File: config.mk
export PLATFORM = sky130hd
export DESIGN_NAME = cdc_handshake_tx
export DESIGN_NICKNAME = d
export VERILOG_FILES = /design/src/rtl/cdc_pkg.sv /design/src/rtl/sync_ff_n.sv /design/src/rtl/cdc_handshake_tx.sv
export SDC_FILE = /design/constraint.sdc
export NUM_CORES = 1
export LEC_CHECK = 0
export BUFFER_PORTS_ARGS = -buffer_cell sky130_fd_sc_hd__buf_2
export CAP_MARGIN = 10
export CORE_AREA = 8 8 104 144
export CTS_CLUSTER_DIAMETER = 100
export DETAILED_ROUTE_END_ITERATION = 16
export DIE_AREA = 0 0 112 152
export GPL_TIMING_DRIVEN = 1
export PLACE_DENSITY = 0.59
export SKIP_CTS_REPAIR_TIMING = 1
export SLEW_MARGIN = 20
export SYNTH_ARGS = -nofsm -noshare
export SYNTH_HDL_FRONTEND = slang
export SYNTH_SLANG_ARGS = --single-unit
File: constraint.sdc
create_clock -name clk -period 5.7 [get_ports clk]
set_clock_uncertainty 0.2 [all_clocks]
set_input_delay 0 -clock clk [delete_from_list [all_inputs] [get_ports clk]]
set_output_delay 0 -clock clk [all_outputs]
set_load 0.02 [all_outputs]
File: src/rtl/cdc_pkg.sv
// Shared definitions for the toggle req/ack clock-domain crossing (transmitter and receiver).
package cdc_pkg;

    typedef enum logic {TX_IDLE, TX_WAIT_ACK} cdc_tx_state_t;

    localparam int ACK_SYNC_STAGES = 3;

    // Bits needed to hold values 0..n-1, never less than one.
    function automatic int cnt_width(input int n);
        return (n <= 2) ? 1 : $clog2(n);
    endfunction

endpackage

File: src/rtl/sync_ff_n.sv
// Multi-stage flop-chain synchronizer with asynchronous active-low reset to zero.
module sync_ff_n #(
    parameter int WIDTH  = 1,
    parameter int STAGES = 2
) (
    input  logic             clk,
    input  logic             reset_n,
    input  logic [WIDTH-1:0] d,
    output logic [WIDTH-1:0] q
);

    logic [WIDTH-1:0] chain [STAGES];

    always_ff @(posedge clk or negedge reset_n) begin
        if (!reset_n) begin
            for (int i = 0; i < STAGES; i++) begin
                chain[i] <= '0;
            end
        end else begin
            chain[0] <= d;
            for (int i = 1; i < STAGES; i++) begin
                chain[i] <= chain[i-1];
            end
        end
    end

    assign q = chain[STAGES-1];

endmodule

File: src/rtl/cdc_handshake_tx.sv
// Source-domain transmitter of a two-phase toggle req/ack crossing with a small input queue.
module cdc_handshake_tx
    import cdc_pkg::*;
#(
    parameter int WIDTH          = 32,
    parameter int FIFO_DEPTH     = 2,
    parameter int TIMEOUT_CYCLES = 0
) (
    input  logic              clk,
    input  logic              reset_n,
    input  logic [WIDTH-1:0]  data_i,
    input  logic              valid_i,
    output logic              ready_o,
    output logic [WIDTH-1:0]  data_o,
    output logic              req_o,
    input  logic              ack_toggle_i,
    output logic              busy_o,
    output logic              error_o,
    output cdc_tx_state_t     dbg_state
);

    // Handshake: a word is pushed on any edge where valid_i and ready_o are both
    // high; ready_o depends only on the queue fill level, never on valid_i.

    localparam int PTR_W = cnt_width(FIFO_DEPTH);
    localparam int CNT_W = cnt_width(FIFO_DEPTH + 1);
    localparam int TMO_W = cnt_width(TIMEOUT_CYCLES + 1);

    localparam logic [CNT_W-1:0] DEPTH_C   = CNT_W'(FIFO_DEPTH);
    localparam logic [TMO_W-1:0] TMO_LIMIT = TMO_W'(TIMEOUT_CYCLES);
    localparam logic [TMO_W-1:0] TMO_MAX   = '1;

    logic [WIDTH-1:0] mem [FIFO_DEPTH];
    logic [PTR_W-1:0] rd_ptr;
    logic [PTR_W-1:0] wr_ptr;
    logic [CNT_W-1:0] count;

    logic             ack_s;
    cdc_tx_state_t    state;
    cdc_tx_state_t    state_nxt;
    logic             push;
    logic             pop;
    logic             load;
    logic             tmo_inc;
    logic             tmo_hit;
    logic             fifo_empty;
    logic             ack_done;
    logic [TMO_W-1:0] tmo_cnt;
    logic [TMO_W-1:0] tmo_next;

    sync_ff_n #(
        .WIDTH  (1),
        .STAGES (ACK_SYNC_STAGES)
    ) u_ack_sync (
        .clk     (clk),
        .reset_n (reset_n),
        .d       (ack_toggle_i),
        .q       (ack_s)
    );

    assign ready_o    = (count != DEPTH_C);
    assign push       = valid_i & ready_o;
    assign fifo_empty = (count == '0);
    assign ack_done   = (ack_s == req_o);

    always_ff @(posedge clk or negedge reset_n) begin
        if (!reset_n) begin
            state <= TX_IDLE;
        end else begin
            state <= state_nxt;
        end
    end

    // The head entry stays queued until acknowledged; it is popped only on completion.
    always_comb begin
        state_nxt = state;
        load      = 1'b0;
        pop       = 1'b0;
        tmo_inc   = 1'b0;
        case (state)
            TX_IDLE: begin
                if (!fifo_empty) begin
                    load      = 1'b1;
                    state_nxt = TX_WAIT_ACK;
                end
            end
            TX_WAIT_ACK: begin
                if (ack_done) begin
                    pop       = 1'b1;
                    state_nxt = TX_IDLE;
                end else begin
                    tmo_inc = 1'b1;
                end
            end
            default: state_nxt = TX_IDLE;
        endcase
    end

    assign tmo_next = (tmo_cnt == TMO_MAX) ? tmo_cnt : tmo_cnt + TMO_W'(1);
    assign tmo_hit  = (TIMEOUT_CYCLES != 0) && tmo_inc && (tmo_next == TMO_LIMIT);

    always_ff @(posedge clk or negedge reset_n) begin
        if (!reset_n) begin
            data_o  <= '0;
            req_o   <= 1'b0;
            tmo_cnt <= '0;
            error_o <= 1'b0;
        end else begin
            if (load) begin
                data_o  <= mem[rd_ptr];
                req_o   <= ~req_o;
                tmo_cnt <= '0;
            end else if (tmo_inc) begin
                tmo_cnt <= tmo_next;
            end
            if (tmo_hit) begin
                error_o <= 1'b1;
            end
        end
    end

    // Pointers wrap naturally because FIFO_DEPTH is a power of two.
    always_ff @(posedge clk or negedge reset_n) begin
        if (!reset_n) begin
            rd_ptr <= '0;
            wr_ptr <= '0;
            count  <= '0;
        end else begin
            if (push) begin
                wr_ptr <= wr_ptr + PTR_W'(1);
            end
            if (pop) begin
                rd_ptr <= rd_ptr + PTR_W'(1);
            end
            case ({push, pop})
                2'b10:   count <= count + CNT_W'(1);
                2'b01:   count <= count - CNT_W'(1);
                default: count <= count;
            endcase
        end
    end

    always_ff @(posedge clk) begin
        if (push) begin
            mem[wr_ptr] <= data_i;
        end
    end

    assign busy_o    = (state == TX_WAIT_ACK);
    assign dbg_state = state;

endmodule
==> impl.org <==
** Finish
- Number of nets in the finished design :: 374
- Share of cells above drive strength 1 :: a little over a quarter
- Commonest non-fill, non-tap cells in the layout :: buf_2 (70), edfxtp_1 (64), dfrtp_1 (40)
- Measured on the finished design, the core utilization comes to 38.4%.
- N_diodes :: 0
- Layout overhead on the synthesized area :: 29.3%
- Leaving out fill and tap cells, the most frequent cell in the layout is buf_2.

** Die
- From left edge to right edge, the die measures between 100 and 150 µm.
- Placeable core area :: roughly 13000 µm²
- The die covers roughly 17000 µm².
- For this design the top-level I/O count stands at 73.
- The initialized floorplan defines 49 standard-cell rows.
- Height of the chip :: around 150 µm
- For this configuration, the core starts out at a cell density of 29.7%.

** Timing
- Slew at the pin with the worst max-slew slack :: around 1 ns
- Setup violations remaining at the end of the flow were counted as 0.
- Total negative slack for setup checks :: 0 ns
- The final-report max-slew violation count is 0.
- Setup repair after global routing left no endpoint under its margin.
- The smallest clock period supported by the final layout is computed as about 2.2 ns.
- Final period util :: approximately 38%
- Headroom to the max-slew limit came out at between 30% and 40%.
- Hold Violations, Final :: 0
- Static timing analysis puts the maximum clock frequency at about 460 MHz.

** Setup path
- On the worst path, the slowest cell contributes a delay of around 0.8 ns.
- Walking the worst path, the cells encountered are nand2b_1 -> nand2_1 -> nor2_4.
- Critical Path AT :: 1.91 ns
- At the worst endpoint, the required time is approximately 5.5 ns.
- The critical path in this run is classified as reg2reg.
- For this design, the slowest cell found on the critical path is nor2_4.
- STA classifies the critical path endpoint as a flip-flop.
- Startpoint type of the worst setup path :: flip-flop
- Maximum net fanout on the critical path :: 32

** Clocking
- H-tree depth reported by CTS :: 3
- Clock tree from TritonCTS :: built
- Clock-pin slew was measured on the worst setup and hold paths at around 0.070 ns.
- Num CTS Buffers :: 9
- In this run the clock root is driven by a clkbuf_16.
- The clock net in this run drives a total of around 110 sinks.
- CTS Buffer Depth :: 2
- Clock latency on the worst-skew pair, taken at its later pin, is around 0.33 ns.

** Pwr
- Power Dens Cells :: 539 nW/µm²
- For this design the static power due to leakage is 2.04 nW.
- Largest voltage drop on the vdd net :: around 0.2 mV

** Worst hold path
- The worst hold path belongs to the class in2async.

** Drt
- DRC Markers :: 0
- The final route contains between 2000 and 2500 vias.
- Number of nets with antenna violations after detailed routing :: 0
- Using the TritonRoute via totals, the vias-per-cell ratio works out to ~4.3.
- In this run, the number of DRC markers left after iteration 0 of detailed routing was 87.
- Dividing the detail-routed wire length by the instance count gives approximately 15 µm.
- The routed design has 7.29 mm of wire.
- For this run, the detailed router's first-pass iteration total came to 4.

** Run status
- The flow ran to the end, and the final reports show no timing, DRC or antenna violations.

** Placement
- The congestion estimate from routability-driven global placement came to 0.638.
- After legalization and detailed placement, the total HPWL measured approximately 4.9 mm.
- Total of buffers placed on input and output ports :: between 70 and 80

** Global route
- Total congestion overflow :: 0
- The number of global-route vias before repair is 2151.
- Total track usage :: 8.63%
- Entering global routing, the biggest net connects 43 pins.
- The first global-routing pass estimated approximately 11 mm of wire.
- Number of antenna violations at the first check in global routing :: 0

** Logic synthesis
- Cell type with the largest total area after synthesis :: edfxtp_1
- The synthesized design contains ~110 register bits.
- The netlist uses 19 different library cells.
- Sequential elements use between 70 and 80% of the synthesized area.
- Synthesized area per cell :: between 15 and 20 µm²
- The synthesized design devotes to its leading area cell type 50.8% of total area.
- The synthesized netlist occupies a cell area of 3780 µm².
- Counting every instance in the synthesized netlist gives 232.
- Yosys printed 0 warnings.
- When the netlist entered floorplanning its net count stood at approximately 270.
- Sorting the synthesized cells by area gives the leading types as edfxtp_1 (51%), dfrtp_1 (27%), mux2i_1 (8.5%).

** Run
- Across the run, the number of max-cap violations was 0.
-- per-layer routing --
layer	vias to the layer above	share of wire [%]	GRT usage, %
li1	1032	-	-
met1	1030	40	8.64
met2	46	53	15.4
met3	8	5.8	3.69
met4	0	1.4	3.29
met5	-	0	0
-- registers in the layout, summed over array words and instances, names as in the netlist --
name	cells
u_ack_sync.q	1
count	2
wr_ptr	1
u_ack_sync.chain	2
rd_ptr	1
busy_o	1
mem	64
req_o	1
data_o	32
-- logic make-up after synthesis --
logic type / after synthesis / share of synthesized area (%)
flip-flops: 105 / 77.9
AND/OR/NAND/NOR: 38 / 3.97
AO/OA/AOI/OAI: 34 / 4.66
multiplexers: 32 / 8.46
buffers and inverters: 14 / 2.97
XOR/XNOR: 7 / 1.62
adder cells (fa/ha/maj): 1 / 0.331
other: 1 / 0.0991
-- where the power goes --
| group | switching (mW) | internal, mW | total (mW) |
|---|---|---|---|
| Clock | 0.263 | 0.340 | 0.602 |
| Sequential | 0.164 | 1.08 | 1.24 |
| Combinational | 0.492 | 0.306 | 0.798 |
-- metrics by stage --
step           std cells  hold slack (ns)  area (µm²)  setup slack [ns]  power [mW]
6_report             495          0.00423        4890              3.54        2.64
5_1_grt              495           0.0690        4890              3.39        2.81
4_1_cts              460           -0.448        4540              3.50        2.68
3_5_place_dp         444          -0.0899        4250              3.51        2.07
3_3_place_gp         444          -0.0889        4250              3.61        2.03
2_1_floorplan        232           -0.496        3780              2.89        1.82
-- Yosys cell counts (all sizes together) --
| cell type | number |
|---|---|
| edfxtp | 64 |
| dfrtp | 41 |
| nand2 | 33 |
| o21ai | 33 |
| mux2i | 32 |
| buf | 11 |
| xnor2 | 5 |
| clkbuf | 2 |
| nor2 | 2 |
| xor2 | 2 |
| and2 | 1 |
| and3 | 1 |
| conb | 1 |
| ha | 1 |
| inv | 1 |
| nand2b | 1 |
| o21bai | 1 |
-- final cells by class --
class | count | area [µm²]
fill | 1225 | 7860
sequential | 105 | 2950
multi-input combinational | 113 | 741
timing repair buffer | 107 | 716
clock inverter | 7 | 68.8
tap | 153 | 191
inverter | 1 | 3.75
clock buffer | 9 | 225
-- path summary, 6_finish.rpt --
kind,start,endpoint,slack (ns),cells past startpoint
min in group clk,ack_toggle_i,u_ack_sync.chain[2]$_DFF_PN0_,0.10,2
worst min-delay path,reset_n,u_ack_sync.q$_DFF_PN0_,0.004,2
max in group asynchronous,reset_n,rd_ptr$_DFFE_PN0P_,4.88,2
worst max register to register,count[0]$_DFFE_PN0P_,mem[0][10]$_DFFE_PP_,3.54,3
worst max-delay path,count[0]$_DFFE_PN0P_,mem[0][10]$_DFFE_PP_,3.54,3
worst min register to register,u_ack_sync.chain[1]$_DFF_PN0_,u_ack_sync.q$_DFF_PN0_,0.15,0
-- critical path, delay by kind of cell (launching register included) --
family | cells | cell delay, ns
simple gates | 3 | 1.12
flops | 1 | 0.45
Note: power is estimated with default switching activity, not from simulation.
